==> src/rtl/ipsl_hmic_h_ddrphy_training_pkg.sv <==
// Shared types and helpers for the HMIC DDR PHY DQS reset-training controller.
// The parameter-range macro expands to an elaboration-time check inside a generate region.

`ifndef HMIC_PARAM_RANGE
`define HMIC_PARAM_RANGE(name, val, lo, hi) \
   if ((int'(val) < int'(lo)) || (int'(val) > int'(hi))) begin : name \
      $error("ipsl_hmic_h_ddrphy_training: parameter out of range"); \
   end
`endif

package ipsl_hmic_h_ddrphy_training_pkg;

   typedef enum logic [1:0] {
      StIdle   = 2'd0,
      StAssert = 2'd1,
      StSettle = 2'd2,
      StAck    = 2'd3
   } train_state_e;

   // Ceiling log2; returns 0 for v <= 1.
   function automatic int unsigned clog2(input int unsigned v);
      int unsigned r;
      r = 0;
      for (int i = 0; i < 31; i++) begin
         if ((32'd1 << i) < v) r = i + 1;
      end
      return r;
   endfunction

endpackage

==> src/rtl/ipsl_hmic_h_ddrphy_req_sync.sv <==
// Per-lane request synchroniser with a rising-edge detector on the synchronised level.

module ipsl_hmic_h_ddrphy_req_sync #(
   parameter int unsigned SYNC_STAGES = 2
) (
   input  logic clk,
   input  logic rst,
   input  logic req_async,
   output logic req_edge
);

   logic [SYNC_STAGES-1:0] sync_q;
   logic                   hist_q;

   always_ff @(posedge clk or posedge rst) begin
      if (rst) begin
         sync_q <= '0;
         hist_q <= 1'b0;
      end else begin
         sync_q <= {sync_q[SYNC_STAGES-2:0], req_async};
         hist_q <= sync_q[SYNC_STAGES-1];
      end
   end

   assign req_edge = sync_q[SYNC_STAGES-1] & ~hist_q;

endmodule

==> src/rtl/ipsl_hmic_h_ddrphy_training_ctrl_v1_2.sv <==
// Multi-lane DQS reset-training controller: pulses srb_dqs_rst_training per requested lane,
// waits a settle time, then acknowledges. Simultaneous or round-robin serial operation.

module ipsl_hmic_h_ddrphy_training_ctrl_v1_2
   import ipsl_hmic_h_ddrphy_training_pkg::*;
#(
   parameter int unsigned LANE_NUM     = 4,
   parameter int unsigned RST_HIGH_CLK = 4,
   parameter int unsigned SETTLE_CLK   = 0,
   parameter int unsigned SYNC_STAGES  = 2,
   parameter int unsigned SERIAL_MODE  = 0
) (
   input  logic                clk,
   input  logic                rst,
   input  logic                ddrphy_in_rst,
   input  logic [LANE_NUM-1:0] ddrphy_rst_req,
   output logic [LANE_NUM-1:0] srb_dqs_rst_training,
   output logic [LANE_NUM-1:0] ddrphy_rst_ack,
   output logic                busy,
   output logic                req_merged
);

   `HMIC_PARAM_RANGE(gen_bad_lane_num, LANE_NUM, 1, 16)
   `HMIC_PARAM_RANGE(gen_bad_rst_high_clk, RST_HIGH_CLK, 1, 255)
   `HMIC_PARAM_RANGE(gen_bad_settle_clk, SETTLE_CLK, 0, 255)
   `HMIC_PARAM_RANGE(gen_bad_sync_stages, SYNC_STAGES, 2, 4)
   `HMIC_PARAM_RANGE(gen_bad_serial_mode, SERIAL_MODE, 0, 1)

   localparam int unsigned CNT_MAX = (RST_HIGH_CLK > SETTLE_CLK) ? RST_HIGH_CLK : SETTLE_CLK;
   localparam int unsigned CNT_W   = clog2(CNT_MAX + 1);
   localparam int unsigned PTR_W   = (LANE_NUM > 1) ? clog2(LANE_NUM) : 1;

   localparam logic [CNT_W-1:0] CNT_ASSERT = CNT_W'(RST_HIGH_CLK);
   localparam logic [CNT_W-1:0] CNT_SETTLE = CNT_W'(SETTLE_CLK);
   localparam logic [CNT_W-1:0] CNT_ONE    = CNT_W'(1);

   logic [LANE_NUM-1:0] req_edge;

   for (genvar i = 0; i < LANE_NUM; i++) begin : gen_lane
      ipsl_hmic_h_ddrphy_req_sync #(
         .SYNC_STAGES(SYNC_STAGES)
      ) u_sync (
         .clk      (clk),
         .rst      (rst),
         .req_async(ddrphy_rst_req[i]),
         .req_edge (req_edge[i])
      );
   end

   train_state_e        state_q, state_d;
   logic [LANE_NUM-1:0] pending_q, pending_d;
   logic [LANE_NUM-1:0] sel_q, sel_d;
   logic [LANE_NUM-1:0] clr;
   logic [PTR_W-1:0]    rr_ptr_q, rr_ptr_d;
   logic [CNT_W-1:0]    cnt_q, cnt_d;
   logic [LANE_NUM-1:0] srb_q, srb_d;
   logic [LANE_NUM-1:0] ack_q, ack_d;
   logic                merged_q, merged_d;

   // Round-robin pick: first pending lane at or above rr_ptr, wrapping.
   logic [LANE_NUM-1:0] rr_sel;
   logic [PTR_W-1:0]    rr_next;
   logic                rr_found;
   int unsigned         rr_idx;

   always_comb begin
      rr_sel   = '0;
      rr_next  = rr_ptr_q;
      rr_found = 1'b0;
      rr_idx   = 0;
      for (int unsigned k = 0; k < LANE_NUM; k++) begin
         rr_idx = (32'(rr_ptr_q) + k) % LANE_NUM;
         if (!rr_found && pending_q[rr_idx]) begin
            rr_found        = 1'b1;
            rr_sel[rr_idx]  = 1'b1;
            rr_next         = PTR_W'((rr_idx + 1) % LANE_NUM);
         end
      end
   end

   always_comb begin
      state_d  = state_q;
      sel_d    = sel_q;
      cnt_d    = cnt_q;
      rr_ptr_d = rr_ptr_q;
      clr      = '0;
      case (state_q)
         StIdle: begin
            if (pending_q != '0) begin
               if (SERIAL_MODE == 0) begin
                  sel_d = pending_q;
               end else begin
                  sel_d    = rr_sel;
                  rr_ptr_d = rr_next;
               end
               clr     = sel_d;
               cnt_d   = CNT_ASSERT;
               state_d = StAssert;
            end
         end
         StAssert: begin
            if (cnt_q == CNT_ONE) begin
               if (SETTLE_CLK == 0) begin
                  state_d = StAck;
               end else begin
                  cnt_d   = CNT_SETTLE;
                  state_d = StSettle;
               end
            end else begin
               cnt_d = cnt_q - CNT_ONE;
            end
         end
         StSettle: begin
            if (cnt_q == CNT_ONE) state_d = StAck;
            else                  cnt_d   = cnt_q - CNT_ONE;
         end
         StAck: begin
            state_d = StIdle;
         end
         default: state_d = StIdle;
      endcase

      // Global PHY reset aborts everything; the aborted lanes get no ack.
      if (ddrphy_in_rst) begin
         state_d = StIdle;
         sel_d   = '0;
         cnt_d   = '0;
      end

      pending_d = ddrphy_in_rst ? '0 : ((pending_q & ~clr) | req_edge);
      srb_d     = ddrphy_in_rst ? '1 : ((state_d == StAssert) ? sel_d : '0);
      ack_d     = (state_d == StAck) ? sel_d : '0;
      merged_d  = |(req_edge & (pending_q | ((state_q != StIdle) ? sel_q : '0)));
   end

   always_ff @(posedge clk or posedge rst) begin
      if (rst) begin
         state_q   <= StIdle;
         pending_q <= '0;
         sel_q     <= '0;
         rr_ptr_q  <= '0;
         cnt_q     <= '0;
         srb_q     <= '1;
         ack_q     <= '0;
         merged_q  <= 1'b0;
      end else begin
         state_q   <= state_d;
         pending_q <= pending_d;
         // sel only lives until the ack has been issued.
         sel_q     <= (state_q == StAck) ? '0 : sel_d;
         rr_ptr_q  <= rr_ptr_d;
         cnt_q     <= cnt_d;
         srb_q     <= srb_d;
         ack_q     <= ack_d;
         merged_q  <= merged_d;
      end
   end

   assign srb_dqs_rst_training = srb_q;
   assign ddrphy_rst_ack       = ack_q;
   assign req_merged           = merged_q;
   assign busy                 = (state_q != StIdle) || (pending_q != '0);

endmodule
==> config.mk <==
export PLATFORM = sky130hd
export DESIGN_NAME = ipsl_hmic_h_ddrphy_training_ctrl_v1_2
export DESIGN_NICKNAME = d
export VERILOG_FILES = /design/src/rtl/ipsl_hmic_h_ddrphy_training_pkg.sv /design/src/rtl/ipsl_hmic_h_ddrphy_req_sync.sv /design/src/rtl/ipsl_hmic_h_ddrphy_training_ctrl_v1_2.sv
export SDC_FILE = /design/constraint.sdc
export NUM_CORES = 1
export LEC_CHECK = 0
export CAP_MARGIN = 10
export CORE_ASPECT_RATIO = 0.7
export CORE_MARGIN = 2
export CORE_UTILIZATION = 48
export DETAILED_ROUTE_END_ITERATION = 10
export HOLD_SLACK_MARGIN = 0.08
export PLACE_DENSITY = 0.73
export SYNTH_ARGS = -nofsm -noshare
export SYNTH_HDL_FRONTEND = slang
export SYNTH_SLANG_ARGS = --single-unit
==> constraint.sdc <==
create_clock -name clk -period 1.71 [get_ports clk]
set_input_delay 0.513 -clock clk [delete_from_list [all_inputs] [get_ports clk]]
set_output_delay 0.513 -clock clk [all_outputs]
set_load 0.02 [all_outputs]
Yosys cells after proc, flatten, opt, wreduce, memory -nomap -nowiden
Cells that the tools add are included.
- reductions and logical operators: 8
- mux-type cells: 19
- add/subtract/negate cells: 1
- bitwise gates (word level): 13
- equality and inequality tests: 8
- operator list (operator ; count):
    2-to-1 mux 4 bit ; 11
    2-to-1 mux 3 bit ; 3
    AND 4 bit ; 2
    bitwise OR 4 bit ; 2
    == test 2 bit, second input constant ; 3
    2-to-1 mux 2 bit ; 3
    != test 3 bit, second input constant ; 2
    case mux 2 bit (3 select lines) ; 1
    case mux 3 bit (2 select lines) ; 1
    AND 1 bit ; 4
    == test 2 x 1 -> 1 bit, second input constant ; 2
    NOT 1 bit ; 4
    NOT 4 bit ; 1
    nonzero test 4 bit ; 1
    OR reduction 4 bit ; 1
    == test 3 x 1 -> 1 bit, second input constant ; 1
    AND reduction 3 bit ; 1
    nonzero test 3 bit ; 1
    subtractor 3 x 1 -> 3 bit, second input constant ; 1
    logical NOT 2 bit ; 1
    nonzero test 2 bit ; 1
    OR reduction 2 bit ; 1
    logical OR 1 bit ; 1
- logic and storage cells: 64
- register bits: 34
- input port bits: 7
- output and inout port bits: 10

Longest topological paths before layout
Gate-level depths: netlist of the first run.
- depth in word-level cells: 7
- gate-level depth with buffers: 7
- gate-level depth less buffers: 6

Modules after synthesis
From an unflattened synthesis of the first run, not the netlist that was laid out.
- cell total of the unflattened synthesis: 124
- area, all modules: 1496.4 µm²
- by module, submodules not included (module ; seq. area each (µm²) ; area an instance (µm²) ; cells each ; instances):
    ipsl_hmic_h_ddrphy_training_ctrl_v1_2 ; 555.5 ; 1126.1 ; 104 ; 1
    ipsl_hmic_h_ddrphy_req_sync ; 75.1 ; 92.6 ; 5 ; 4

Worst setup path after synthesis of the first run
Ideal clock, no wire load.
- kind: flip-flop to output port
- start point: reg state_q[1]
- end point: out busy
- slack: 0.073 ns
- required time: 1.197 ns
- buffers on the path: 0
- arrival time: 1.124 ns
- stages on the path, launching flop included: 6
- cells stage by stage: dfrtp_1 inv_1 ha_1 nor3b_2 and2_4 inv_1
- longest elaborated chain between the ends: 2
- RTL lines (what ; RTL line ; text):
    from (decl) ; ipsl_hmic_h_ddrphy_training_ctrl_v1_2.sv:50 ; train_state_e state_q, state_d;
    from (signal assigned) ; ipsl_hmic_h_ddrphy_training_ctrl_v1_2.sv:138 ; state_q <= StIdle;
    from (signal assigned) ; ipsl_hmic_h_ddrphy_training_ctrl_v1_2.sv:147 ; state_q <= state_d;
    nonzero test 2 bit ; ipsl_hmic_h_ddrphy_training_ctrl_v1_2.sv:162 ; assign busy = (state_q != StIdle) || (pending_q != '0);
    logical OR 1 bit ; ipsl_hmic_h_ddrphy_training_ctrl_v1_2.sv:162 ;
    to (decl) ; ipsl_hmic_h_ddrphy_training_ctrl_v1_2.sv:19 ; output logic busy,
Every way passes these cells.

Worst setup path in the final report of the first run
Ends and elaborated chain as after synthesis.

==> flow_metrics.tcl, run 1 <==
set metrics [dict create \
    cp-end-kind "output pin" \
    critPathLaunchType "register" \
    fin_crit_sh_pct 114 \
    cts_tree "built" \
    startpoint "state_q[1]$_DFF_PP0_" \
    grt_pass1_vias 1012 \
    cts_buffer_depth 2 \
    synth-seq-area-share_pct 60.5 \
    grt_pass1_wl_um 4710 \
    syn2layout_area_growth_pct 35.0 \
    gp_congestion 0.921 \
    irDropWorstVdd_uv 666 \
    antenna_found_initial 0 \
    insertion_delay_ns 0.29 \
    ys_seq_elements 34 \
    first_iter_violations 41 \
    setup_viol 2 \
    cpLargestDelayFamily "simple AND/OR/NAND/NOR gates" \
    r2r-end "ddrphy_rst_ack[2]$_DFF_PP0_" \
    final_max_slew_viol_count 0 \
    clk_pin_slew_worst_paths_ns 0.06 \
    finalHoldViolCount 0 \
    cpMaxStageDelayCell "dfrtp_1" \
    hold_buffers 0 \
    worst-path-buf-inv 3 \
    critPathKind "register to output pin" \
    die_w_um 68.9 \
    path_depth 6 \
    crit_arrival_ns 1.44 \
    yosysWarnings 0 \
    drt_pass1_iterations 4 \
    tightest_slew_ns 0.522 \
    synth_edf_count 0 \
    grt_overflow 0 \
    drive_above_1_share_pct 33.3 \
    n_antenna_cell 0 \
    start_util_pct 50.5 \
    grtUsageTotal_pct 20.0 \
    port_buffers 16 \
    power_mw 1.98 \
    nets 163 \
    num_io_pins 17 \
    coreArea_um2 2800 \
    reg2reg_depth 6 \
    place_inst 179 \
    ys_async_sr_fraction_pct 100 \
    rsz0062_at_grt "yes" \
    reg2reg_from "state_q[1]$_DFF_PP0_" \
    wl_per_cell_um 15.4 \
    rows 16 \
    root_buffer "clkbuf_8" \
    most-common-layout-cells "30 x dfrtp_1, 16 x buf_4, 9 x a21oi_1, 9 x dlygate4sd2_1, 7 x nor2_1" \
    status "finished with violations" \
    synthCells 116 \
    cts-buffers-inserted 5 \
    required_ns 1.20 \
    cp_common_cell "inv_2" \
    vias 1010 \
    hp-class "register to register" \
    skew_ns 0.00702 \
    htreeDepth 2 \
    cp-endpoint "busy" \
    cts.sinks 34 \
    detail-route-antenna-nets 0 \
    syn_area_um2 1420 \
    ys_types 35 \
    hpwl_um 1930 \
    grt_max_degree 35 \
    period_needed_ns 1.95 \
    layout_commonest_cell "dfrtp_1" \
    stdcell_count 189 \
    max_clock_freq_mhz 513 \
    p_leak_nw 0.848 \
    fp.dieH_um 49.4 \
    syn-num-nets 127 \
    viasPerCell 5.34 \
    cp_max_fo 2 \
    cap_violations 0 \
    slowest_delay_ns 0.39 \
    avgSynthCellArea_um2 12.2 \
    drc 0 \
    slew_headroom_pct 65.2 \
    setup_ws_ns -0.239 \
    reg2reg_slack_ns -0.06 \
    violations "negative setup slack" \
    ys.flop_type "dfrtp_1" \
    die_area_um2 3410 \
    powerDensity_nw_per_um2 1040 \
    path_cells "inv_2, ha_4, nor3b_4, and2_4, inv_2, buf_6" \
    wl_um 2910 \
]
worst min path at each step:
stage | startpoint | end | slack (ns) | cells past startpoint
after floorplan | gen_lane[0].u_sync.sync_q[0]$_DFF_PP0_ | gen_lane[0].u_sync.sync_q[1]$_DFF_PP0_ | 0.33 | 0
after global placement | gen_lane[0].u_sync.sync_q[0]$_DFF_PP0_ | gen_lane[0].u_sync.sync_q[1]$_DFF_PP0_ | 0.34 | 0
after detailed placement | gen_lane[1].u_sync.sync_q[0]$_DFF_PP0_ | gen_lane[1].u_sync.sync_q[1]$_DFF_PP0_ | 0.34 | 0
after CTS | gen_lane[0].u_sync.sync_q[0]$_DFF_PP0_ | gen_lane[0].u_sync.sync_q[1]$_DFF_PP0_ | 0.35 | 0
after global routing | gen_lane[2].u_sync.sync_q[0]$_DFF_PP0_ | gen_lane[2].u_sync.sync_q[1]$_DFF_PP0_ | 0.37 | 0
final | gen_lane[2].u_sync.sync_q[0]$_DFF_PP0_ | gen_lane[2].u_sync.sync_q[1]$_DFF_PP0_ | 0.35 | 0
synth_stat cells (2+ instances only):
cell type | count | area, µm²
dfrtp_1 | 30 | 751
a21oi_1 | 9 | 45.0
inv_1 | 8 | 30.0
nor2_1 | 7 | 26.3
o31ai_1 | 7 | 52.6
nand2_1 | 5 | 18.8
nor3_1 | 5 | 25.0
a22oi_1 | 4 | 30.0
dfstp_2 | 4 | 105
ha_1 | 4 | 50.1
nand2b_1 | 4 | 25.0
o21ai_0 | 4 | 20.0
nand3_1 | 2 | 10.0
nor4b_2 | 2 | 30.0
metrics by stage:
stage	hold slack, ns	utilization (%)	setup WS [ns]	instance area (µm²)	setup TNS (ns)
6_report	0.351	68.2	-0.239	1910	-0.294
3_5_place_dp	0.338	62.0	-0.408	1740	-0.408
4_1_cts	0.353	65.4	-0.306	1830	-0.306
5_1_grt	0.367	68.2	-0.328	1910	-0.480
2_1_floorplan	0.331	-	0.0733	1420	0
3_3_place_gp	0.336	62.0	-0.288	1740	-0.288
what timing repair did:
action / in CTS / in global routing
gates cloned: 0 / 1
pin swaps: 2 / 1
resized for setup: 21 / 12
buffers inserted: 0 / 2
setup endpoints to repair: 14 / 12
report_power, final:
part,switching [mW],leakage (nW),total [mW],internal [mW]
logic,0.271,0.374,0.480,0.209
registers,0.0316,0.426,0.896,0.865
clock network,0.277,0.0482,0.601,0.324
total,0.580,0.848,1.98,1.40
worst register-to-register path, cell delays in order, from the launching register on:
cell	delay (ns)
dfrtp_1	0.39
inv_2	0.07
ha_4	0.14
nor3b_4	0.22
buf_4	0.17
a32o_2	0.39
and4bb_2	0.28
logic make-up after synthesis:
kind of cell | share of synthesized area, %
buffers and inverters | 4.42
adder cells (fa/ha/maj) | 3.54
flip-flops | 60.5
AO/OA/AOI/OAI | 16.0
AND/OR/NAND/NOR | 15.6
routing by layer:
metal,wire length [µm],up-vias,track usage [%]
met3,134,7,7.39
met2,1400,23,29.0
met4,61,0,10.5
met5,0,-,0
met1,1320,490,26.0
li1,-,490,-
registers in the layout, indices dropped and copies added (netlist names):
register / flops
req_merged: 1
sel_q: 4
pending_q: 4
cnt_q: 3
state_q: 2
srb_dqs_rst_training: 4
gen_lane.u_sync.hist_q: 4
ddrphy_rst_ack: 4
gen_lane.u_sync.sync_q: 8
layout make-up:
type / instances / area [µm²]
clock buffers: 7 / 86.3
clock inverters: 1 / 5.00
fillers: 212 / 892
inverters: 9 / 33.8
multi-input cells: 69 / 594
flip-flops and latches: 34 / 856
well taps: 36 / 45.0
repair buffers: 33 / 290
Power figures use the tool's default switching activity.
==> inputs of run 2 (changes only) <==
--- a/config.mk
+++ b/config.mk
@@ -8,10 +8,10 @@
 export CAP_MARGIN = 10
 export CORE_ASPECT_RATIO = 0.7
 export CORE_MARGIN = 2
-export CORE_UTILIZATION = 48
+export CORE_UTILIZATION = 53
 export DETAILED_ROUTE_END_ITERATION = 10
 export HOLD_SLACK_MARGIN = 0.08
-export PLACE_DENSITY = 0.73
+export PLACE_DENSITY = 0.76
 export SYNTH_ARGS = -nofsm -noshare
 export SYNTH_HDL_FRONTEND = slang
 export SYNTH_SLANG_ARGS = --single-unit
==> constraint.sdc (replaced) <==
create_clock -name clk -period 2 [get_ports clk]
set_input_delay 0.6 -clock clk [delete_from_list [all_inputs] [get_ports clk]]
set_output_delay 0.6 -clock clk [all_outputs]
set_load 0.02 [all_outputs]
==> flow_metrics.tcl, run 2 (same netlist as run 1, synthesis figures left out) <==
set metrics [dict create \
    period_needed_ns 2.02 \
    place_inst 173 \
    htreeDepth 2 \
    grt_pass1_vias 1007 \
    worst-path-buf-inv 3 \
    critPathKind "register to output pin" \
    holdPathStages 0 \
    path_depth 6 \
    slew_headroom_pct 69.1 \
    coreArea_um2 2500 \
    grt_overflow 0 \
    reg2reg_depth 5 \
    finalSetupTns_ns -0.0241 \
    detail-route-antenna-nets 0 \
    crit_arrival_ns 1.42 \
    hpwl_um 1950 \
    viasPerCell 5.75 \
    status "finished with violations" \
    cpMaxStageDelayCell "dfrtp_1" \
    rows 15 \
    cts_buffer_depth 2 \
    cpLargestDelayFamily "flip-flops" \
    cp_common_cell "inv_2" \
    n_fill_cell 165 \
    setup_ws_ns -0.0241 \
    final_max_slew_viol_count 0 \
    skew_ns 0.00530 \
    pre_cts_ws_ns -0.131 \
    fp.dieH_um 47.2 \
    grtUsageTotal_pct 22.5 \
    cp_max_fo 2 \
    holdWs_ns 0.348 \
    die_area_um2 3110 \
    hp-class "register to register" \
    violations "negative setup slack" \
    vias 1053 \
    port_buffers 16 \
    cp-end-kind "output pin" \
    drt_pass1_iterations 4 \
    clk_pin_slew_worst_paths_ns 0.07 \
    max_clock_freq_mhz 494 \
    insertion_delay_ns 0.29 \
    slowest_delay_ns 0.40 \
    cts.sinks 34 \
    stdcell_count 183 \
    largest_reg_flops 8 \
    p_leak_nw 0.792 \
    powerDensity_nw_per_um2 940 \
    drive_above_1_share_pct 28.2 \
    drc 0 \
    critPathLaunchType "register" \
    post-route-util_pct 73.1 \
    start_util_pct 56.7 \
    wl_um 3060 \
    required_ns 1.40 \
    setup_viol 1 \
    layout_commonest_cell "dfrtp_1" \
    irDropWorstVdd_uv 529 \
    hold_buffers 0 \
    die_w_um 65.8 \
    root_buffer "clkbuf_8" \
    num_io_pins 17 \
    n_antenna_cell 0 \
    regMostFlops "gen_lane.u_sync.sync_q" \
    cts_tree "built" \
    finalHoldViolCount 0 \
    path_cells "inv_2, ha_4, nor3b_4, and2_4, inv_2, buf_6" \
    first_iter_violations 46 \
    rsz0062_at_grt "yes" \
    cap_violations 0 \
    cts-buffers-inserted 5 \
    most-common-layout-cells "30 x dfrtp_1, 14 x buf_4, 11 x clkdlybuf4s50_1" \
    nets 159 \
    grt_max_degree 35 \
    syn2layout_area_growth_pct 29.0 \
    wl_per_cell_um 16.7 \
    gp_congestion 0.789 \
    tightest_slew_ns 0.464 \
    fin_crit_sh_pct 101 \
    antenna_found_initial 0 \
    grt_pass1_wl_um 4830 \
]
## run 2: worst paths after layout
check	endpoint	from	slack (ns)
setup / recovery	busy	state_q[1]$_DFF_PP0_	-0.02
hold / removal	gen_lane[3].u_sync.sync_q[1]$_DFF_PP0_	gen_lane[3].u_sync.sync_q[0]$_DFF_PP0_	0.35
setup reg to reg	ddrphy_rst_ack[2]$_DFF_PP0_	cnt_q[0]$_DFFE_PP0P_	0.11
hold reg to reg	gen_lane[3].u_sync.sync_q[1]$_DFF_PP0_	gen_lane[3].u_sync.sync_q[0]$_DFF_PP0_	0.35
max in group asynchronous	srb_dqs_rst_training[1]$_DFF_PP1_	rst	0.97
min in group asynchronous	req_merged$_DFF_PP0_	rst	0.70
## run 2: stage by stage
stage	cell area, µm²	power [mW]
after floorplan	1420	0.993
after global placement	1680	1.08
after detailed placement	1680	1.10
after CTS	1810	1.71
after global routing	1830	1.80
final	1830	1.72
## run 2: metal layers
metal / up-vias / global-route usage [%] / wire [µm]
li1: 473 / - / -
met1: 526 / 29.7 / 1380
met2: 40 / 34.7 / 1440
met3: 14 / 5.76 / 162
met4: 0 / 12.9 / 82
met5: - / 0 / 0
## run 2: area by class of cell
class	count	area (µm²)	area share [%]
well taps	34	42.5	2.33
flip-flops and latches	34	856	46.9
clock buffers	8	110	6.03
repair buffers	30	262	14.3
inverters	9	33.8	1.85
multi-input cells	68	522	28.6
## run 2: worst reg2reg max path: cells and delay by family, from the launching register on
family | cells | cell delay [ns]
flops | 1 | 0.45
simple gates | 2 | 0.48
compound gates | 2 | 0.63
fa+ha+maj | 1 | 0.23
## run 2: what timing repair did
action,4_1_cts,5_1_grt
gates cloned,0,0
endpoints found under the setup margin,5,2
hold endpoints to repair,0,0
pin swaps,1,0
gates resized for setup,16,1
setup buffers,1,1
## run 2: report_power, final
part	switching, mW	total, mW	internal (mW)
Clock	0.237	0.584	0.347
Combinational	0.214	0.365	0.151
Sequential	0.0274	0.767	0.740
==> inputs of run 3 (changes only) <==
--- a/config.mk
+++ b/config.mk
@@ -10,6 +10,7 @@
 export CORE_MARGIN = 2
 export CORE_UTILIZATION = 53
 export DETAILED_ROUTE_END_ITERATION = 10
+export GPL_TIMING_DRIVEN = 0
 export HOLD_SLACK_MARGIN = 0.08
 export PLACE_DENSITY = 0.76
 export SYNTH_ARGS = -nofsm -noshare
==> flow_metrics.tcl, run 3 (same netlist as run 1, synthesis figures left out) <==
set metrics [dict create \
    status "finished with violations" \
    violations "negative setup slack" \
    setup_ws_ns -0.0420 \
    cp-end-kind "output pin" \
    grt_pass1_vias 958 \
    stdcell_area_um2 1760 \
    pre_cts_ws_ns -0.347 \
    fp.dieH_um 47.2 \
    clk_pin_slew_worst_paths_ns 0.06 \
    port_buffers 15 \
    detail-route-antenna-nets 0 \
    first_iter_violations 60 \
    n_antenna_cell 0 \
    wl_um 2800 \
    place_inst 165 \
    cap_violations 0 \
    max_clock_freq_mhz 490 \
    cts_tree "built" \
    critPathKind "register to output pin" \
    cp_max_fo 3 \
    irDropWorstVdd_uv 670 \
    grt_pass1_wl_um 4650 \
    cts.sinks 34 \
    viasPerCell 5.63 \
    internal-power_mw 1.16 \
    start_util_pct 56.7 \
    setup_viol 1 \
    num_io_pins 17 \
    holdWs_ns 0.352 \
    regMostFlops "gen_lane.u_sync.sync_q" \
    slew_headroom_pct 54.8 \
    final_max_slew_viol_count 0 \
    rows 15 \
    combPwrFrac_pct 21.0 \
    required_ns 1.40 \
    coreArea_um2 2500 \
    grt_max_degree 35 \
    stdcell_count 178 \
    p_sw_mw 0.456 \
    crit_arrival_ns 1.44 \
    power_mw 1.62 \
    p_leak_nw 0.752 \
    die_area_um2 3110 \
    grtUsageTotal_pct 21.3 \
    cts-buffers-inserted 5 \
    drc 0 \
    cts_buffer_depth 2 \
    power.share.sequential_pct 47.8 \
    hold_buffers 0 \
    p_sw_share_pct 28.2 \
    largest_reg_flops 8 \
    grt_overflow 0 \
    gp_congestion 0.789 \
    htreeDepth 2 \
    finalHoldViolCount 0 \
    insertion_delay_ns 0.28 \
    nets 154 \
    drt_pass1_iterations 4 \
    tightest_slew_ns 0.677 \
    hp-class "register to register" \
    critPathLaunchType "register" \
    wl_per_cell_um 15.7 \
    antenna_found_initial 0 \
    skew_ns 0.00235 \
    powerDensity_nw_per_um2 920 \
    placed_cell_area_um2 1610 \
    layout_commonest_cell "dfrtp_1" \
    drive_above_1_share_pct 25.0 \
    die_w_um 65.8 \
    clkPwrFrac_pct 31.2 \
    root_buffer "clkbuf_8" \
    rsz0062_at_grt "yes" \
    syn2layout_area_growth_pct 24.1 \
    hpwl_um 1820 \
    most-common-layout-cells "29 x dfrtp_1, 10 x clkdlybuf4s50_1, 9 x a21oi_1" \
    fin_crit_sh_pct 102 \
    period_needed_ns 2.04 \
    vias 1003 \
]
## run 3: worst paths after layout
kind	from	end	slack, ns	depth (start not counted)
setup / recovery	state_q[0]$_DFF_PP0_	busy	-0.04	6
hold / removal	gen_lane[3].u_sync.sync_q[0]$_DFF_PP0_	gen_lane[3].u_sync.sync_q[1]$_DFF_PP0_	0.35	0
setup reg to reg	state_q[0]$_DFF_PP0_	srb_dqs_rst_training[0]$_DFF_PP1_	0.19	7
hold reg to reg	gen_lane[3].u_sync.sync_q[0]$_DFF_PP0_	gen_lane[3].u_sync.sync_q[1]$_DFF_PP0_	0.35	0
max in group asynchronous	rst	state_q[1]$_DFF_PP0_	0.78	2
min in group asynchronous	rst	ddrphy_rst_ack[2]$_DFF_PP0_	0.75	2
## run 3: power groups by stage
stage / Combinational [mW] / Clock (mW) / Sequential (mW)
after floorplan: 0.205 / 0 / 0.789
after global placement: 0.289 / 0 / 0.779
after detailed placement: 0.301 / 0 / 0.782
after CTS: 0.335 / 0.516 / 0.771
after global routing: 0.370 / 0.548 / 0.777
final: 0.339 / 0.504 / 0.773
## run 3: layer usage
| metal | track usage, % | up-vias | wire (µm) |
|---|---|---|---|
| met5 | 0 | - | 0 |
| met4 | 7.50 | 0 | 25 |
| met3 | 6.95 | 5 | 183 |
| met2 | 31.3 | 37 | 1270 |
| met1 | 30.0 | 499 | 1320 |
| li1 | - | 462 | - |
## run 3: final cells by class
cell class	count	area, µm²
Buffer	5	28.8
Clock buffer	7	86.3
Clock inverter	1	5.00
Fill cell	189	739
Inverter	9	33.8
Multi-Input combinational cell	68	515
Sequential cell	34	857
Tap cell	34	42.5
Timing Repair Buffer	20	188
## run 3: worst max-delay path: stages, from the launching register on
cell     delay, ns
dfrtp_1       0.42
inv_2         0.10
ha_4          0.13
nor3b_4       0.18
and2_4        0.18
inv_2         0.04
buf_6         0.12
## run 3: through the flow
step           util, %  TNS (ns)
2_1_floorplan        -         0
3_3_place_gp      64.4     -1.20
3_5_place_dp      64.4     -2.32
4_1_cts           70.3   -0.0215
5_1_grt           70.4    -0.104
6_report          70.4   -0.0420
## run 3: timing repair
| action | CTS | global route |
|---|---|---|
| pin swaps | 1 | 0 |
| endpoints found under the setup margin | 4 | 2 |
| gates resized for setup | 16 | 1 |
| setup buffers | 5 | 0 |
==> RTL change (config.mk and constraints of run 1) <==
Change the parameter `SERIAL_MODE` from 0 to 1.
--- a/src/rtl/ipsl_hmic_h_ddrphy_training_ctrl_v1_2.sv
+++ b/src/rtl/ipsl_hmic_h_ddrphy_training_ctrl_v1_2.sv
@@ -10,3 +10,3 @@
    parameter int unsigned SYNC_STAGES  = 2,
-   parameter int unsigned SERIAL_MODE  = 0
+   parameter int unsigned SERIAL_MODE  = 1
 ) (
Function: changed (a bounded check fails within 10 cycles, from zero or initial values and one cycle with rst high).
==> RTL change against run 1 <==
- the run still ends with setup timing left
- sequential cell count grew 2
- design area is 51% higher
- power grew to 2.6 times the old value
- via count grew 80%
- routed wire length rose by 85%
- combinational power rose to 6.6 times the old value
- hold slack improved by 0.0036 ns
- synthesized area grew 44%
- register-to-register slack lost 0.28 ns
- setup slack worse by 0.11 ns
==> RTL change: results (changes against run 1) <==
stage;metric;value;unit;change
run_status;status;complete, but fails checks;;
run_status;failing checks;setup timing;;
hold_path;Hold Crit Start;gen_lane[0].u_sync.sync_q[0]$_DFF_PP0_;;
worst_setup_path;CP Max Fanout;7;;+5
sta;clock skew;0.0103;ns;+0.00332 ns
synth;compound-gate portion of the synthesized area;0.200;;+0.0400
pwr;Leakage;0.00128;uW;+51%
routing;initial drt markers;189;;+360%
final_layout;share of cells above drive strength 1;0.410;;+0.0766
placement;RD Place Congestion;0.849;;-7.9%
grt;vias in the first global route;1827;;+81%
synth;Yosys cell types;46;;+31%
placement;Detail Placement HPWL;3950;um;+100%
synth;Synthesized Nets;218;;+72%
routing;final WL;5370;um;+85%
synth;mux cell area share after synthesis;0.0583;;+0.0583
sta;Worst Setup Slack, final;-0.344;ns;-0.106 ns
worst_setup_path;worst setup path category;reg2reg;;
grt;pin count of the biggest net entering global routing;24;;-31%
synth;XOR/XNOR share of the synthesized area;0.00429;;+0.00429
routing;DR WL/cell;17.2;um;+11%
worst_setup_path;CP arrival;2.24;ns;+0.80 ns
synth;Synth Area in Adders;0.0736;;+0.0383
sta;setup violators final;15;;+13
pwr;peak supply drop;0.000967;V;+45%
sta;Rel. slew slack;0.742;;+0.0904
synth;most common library cells after synthesis;dfrtp_1 (32), nor2_1 (25), a21oi_1 (12), ha_1 (12);;
grt;Overall Global Routing Usage;0.255;;+0.0546
routing;routed vias/inst;5.82;;+8.9%
synth;Synth area leaders;dfrtp_1 (39%), ha_1 (7.4%), dfstp_2 (5.2%);;
-- RTL change: cell count changes after synthesis, moves of 5 or more --
| cell | delta |
|---|---|
| nor2_1 | +18 |
| nor2b_1 | +9 |
| ha_1 | +8 |
| o31ai_1 | -7 |
| nand3_1 | +6 |
| o21ai_0 | +5 |
-- RTL change: final timing paths --
path / to / slack [ns]
setup / recovery: sel_q[2]$_DFF_PP0_ / -0.34
hold / removal: gen_lane[0].u_sync.sync_q[1]$_DFF_PP0_ / 0.35
setup reg to reg: sel_q[2]$_DFF_PP0_ / -0.34
hold reg to reg: gen_lane[0].u_sync.sync_q[1]$_DFF_PP0_ / 0.35
max in group asynchronous: srb_dqs_rst_training[3]$_DFF_PP1_ / 0.83
min in group asynchronous: gen_lane[1].u_sync.sync_q[0]$_DFF_PP0_ / 0.54
-- RTL change: layout make-up --
cell class,instances,share of cell area
Sequential cell,36,0.315
Multi-Input combinational cell,143,0.429
Tap cell,52,0.0225
Clock inverter,3,0.0147
Timing Repair Buffer,64,0.179
Clock buffer,5,0.0239
Inverter,10,0.0156
-- RTL change: stage by stage --
| step | setup TNS (ns) | instance area, um2 | setup WS, ns | hold WS, ns |
|---|---|---|---|---|
| floorplan | -4.56 | 2140 | -0.419 | 0.331 |
| global placement | -3.40 | 2650 | -0.294 | 0.338 |
| detailed placement | -4.23 | 2650 | -0.341 | 0.336 |
| CTS | -4.21 | 2820 | -0.350 | 0.358 |
| global route | -5.02 | 2890 | -0.457 | 0.363 |
| finish | -4.06 | 2890 | -0.344 | 0.355 |
-- RTL change: per-layer routing --
layer | track usage | wire, um | vias to the layer above
met5 | 0 | 0 | -
met4 | 0.0786 | 42 | 0
met3 | 0.0629 | 326 | 5
met2 | 0.407 | 2590 | 68
met1 | 0.346 | 2410 | 888
li1 | - | - | 860
-- RTL change: logic make-up (layout without fill, tap and decap cells) --
family / after synthesis / after routing
AO/OA/AOI/OAI: 56 / 56
XOR/XNOR: 1 / 1
adder cells (fa/ha/maj): 12 / 12
buffers and inverters: 20 / 82
flip-flops: 36 / 36
multiplexers: 9 / 9
AND/OR/NAND/NOR: 65 / 65
-- RTL change: power by group --
group | switching [uW] | internal [uW] | leakage [uW] | total, uW
Combinational | 1710 | 1480 | 0.000783 | 3180
Clock | 318 | 431 | 0.0000541 | 749
Sequential | 157 | 1040 | 0.000443 | 1200
-- RTL change: critical path, cell delays in order, from the launching register on --
cell and delay [ns]:
dfrtp_2 0.46, inv_8 0.04, ha_4 0.26, mux4_2 0.42
a221oi_4 0.40, o2bb2ai_4 0.14, a32o_1 0.23
-- RTL change: what timing repair did --
item,4_1_cts,5_1_grt
endpoints found under the setup margin,26,18
resized for setup,22,19
pin swaps,14,10
cloned,0,0
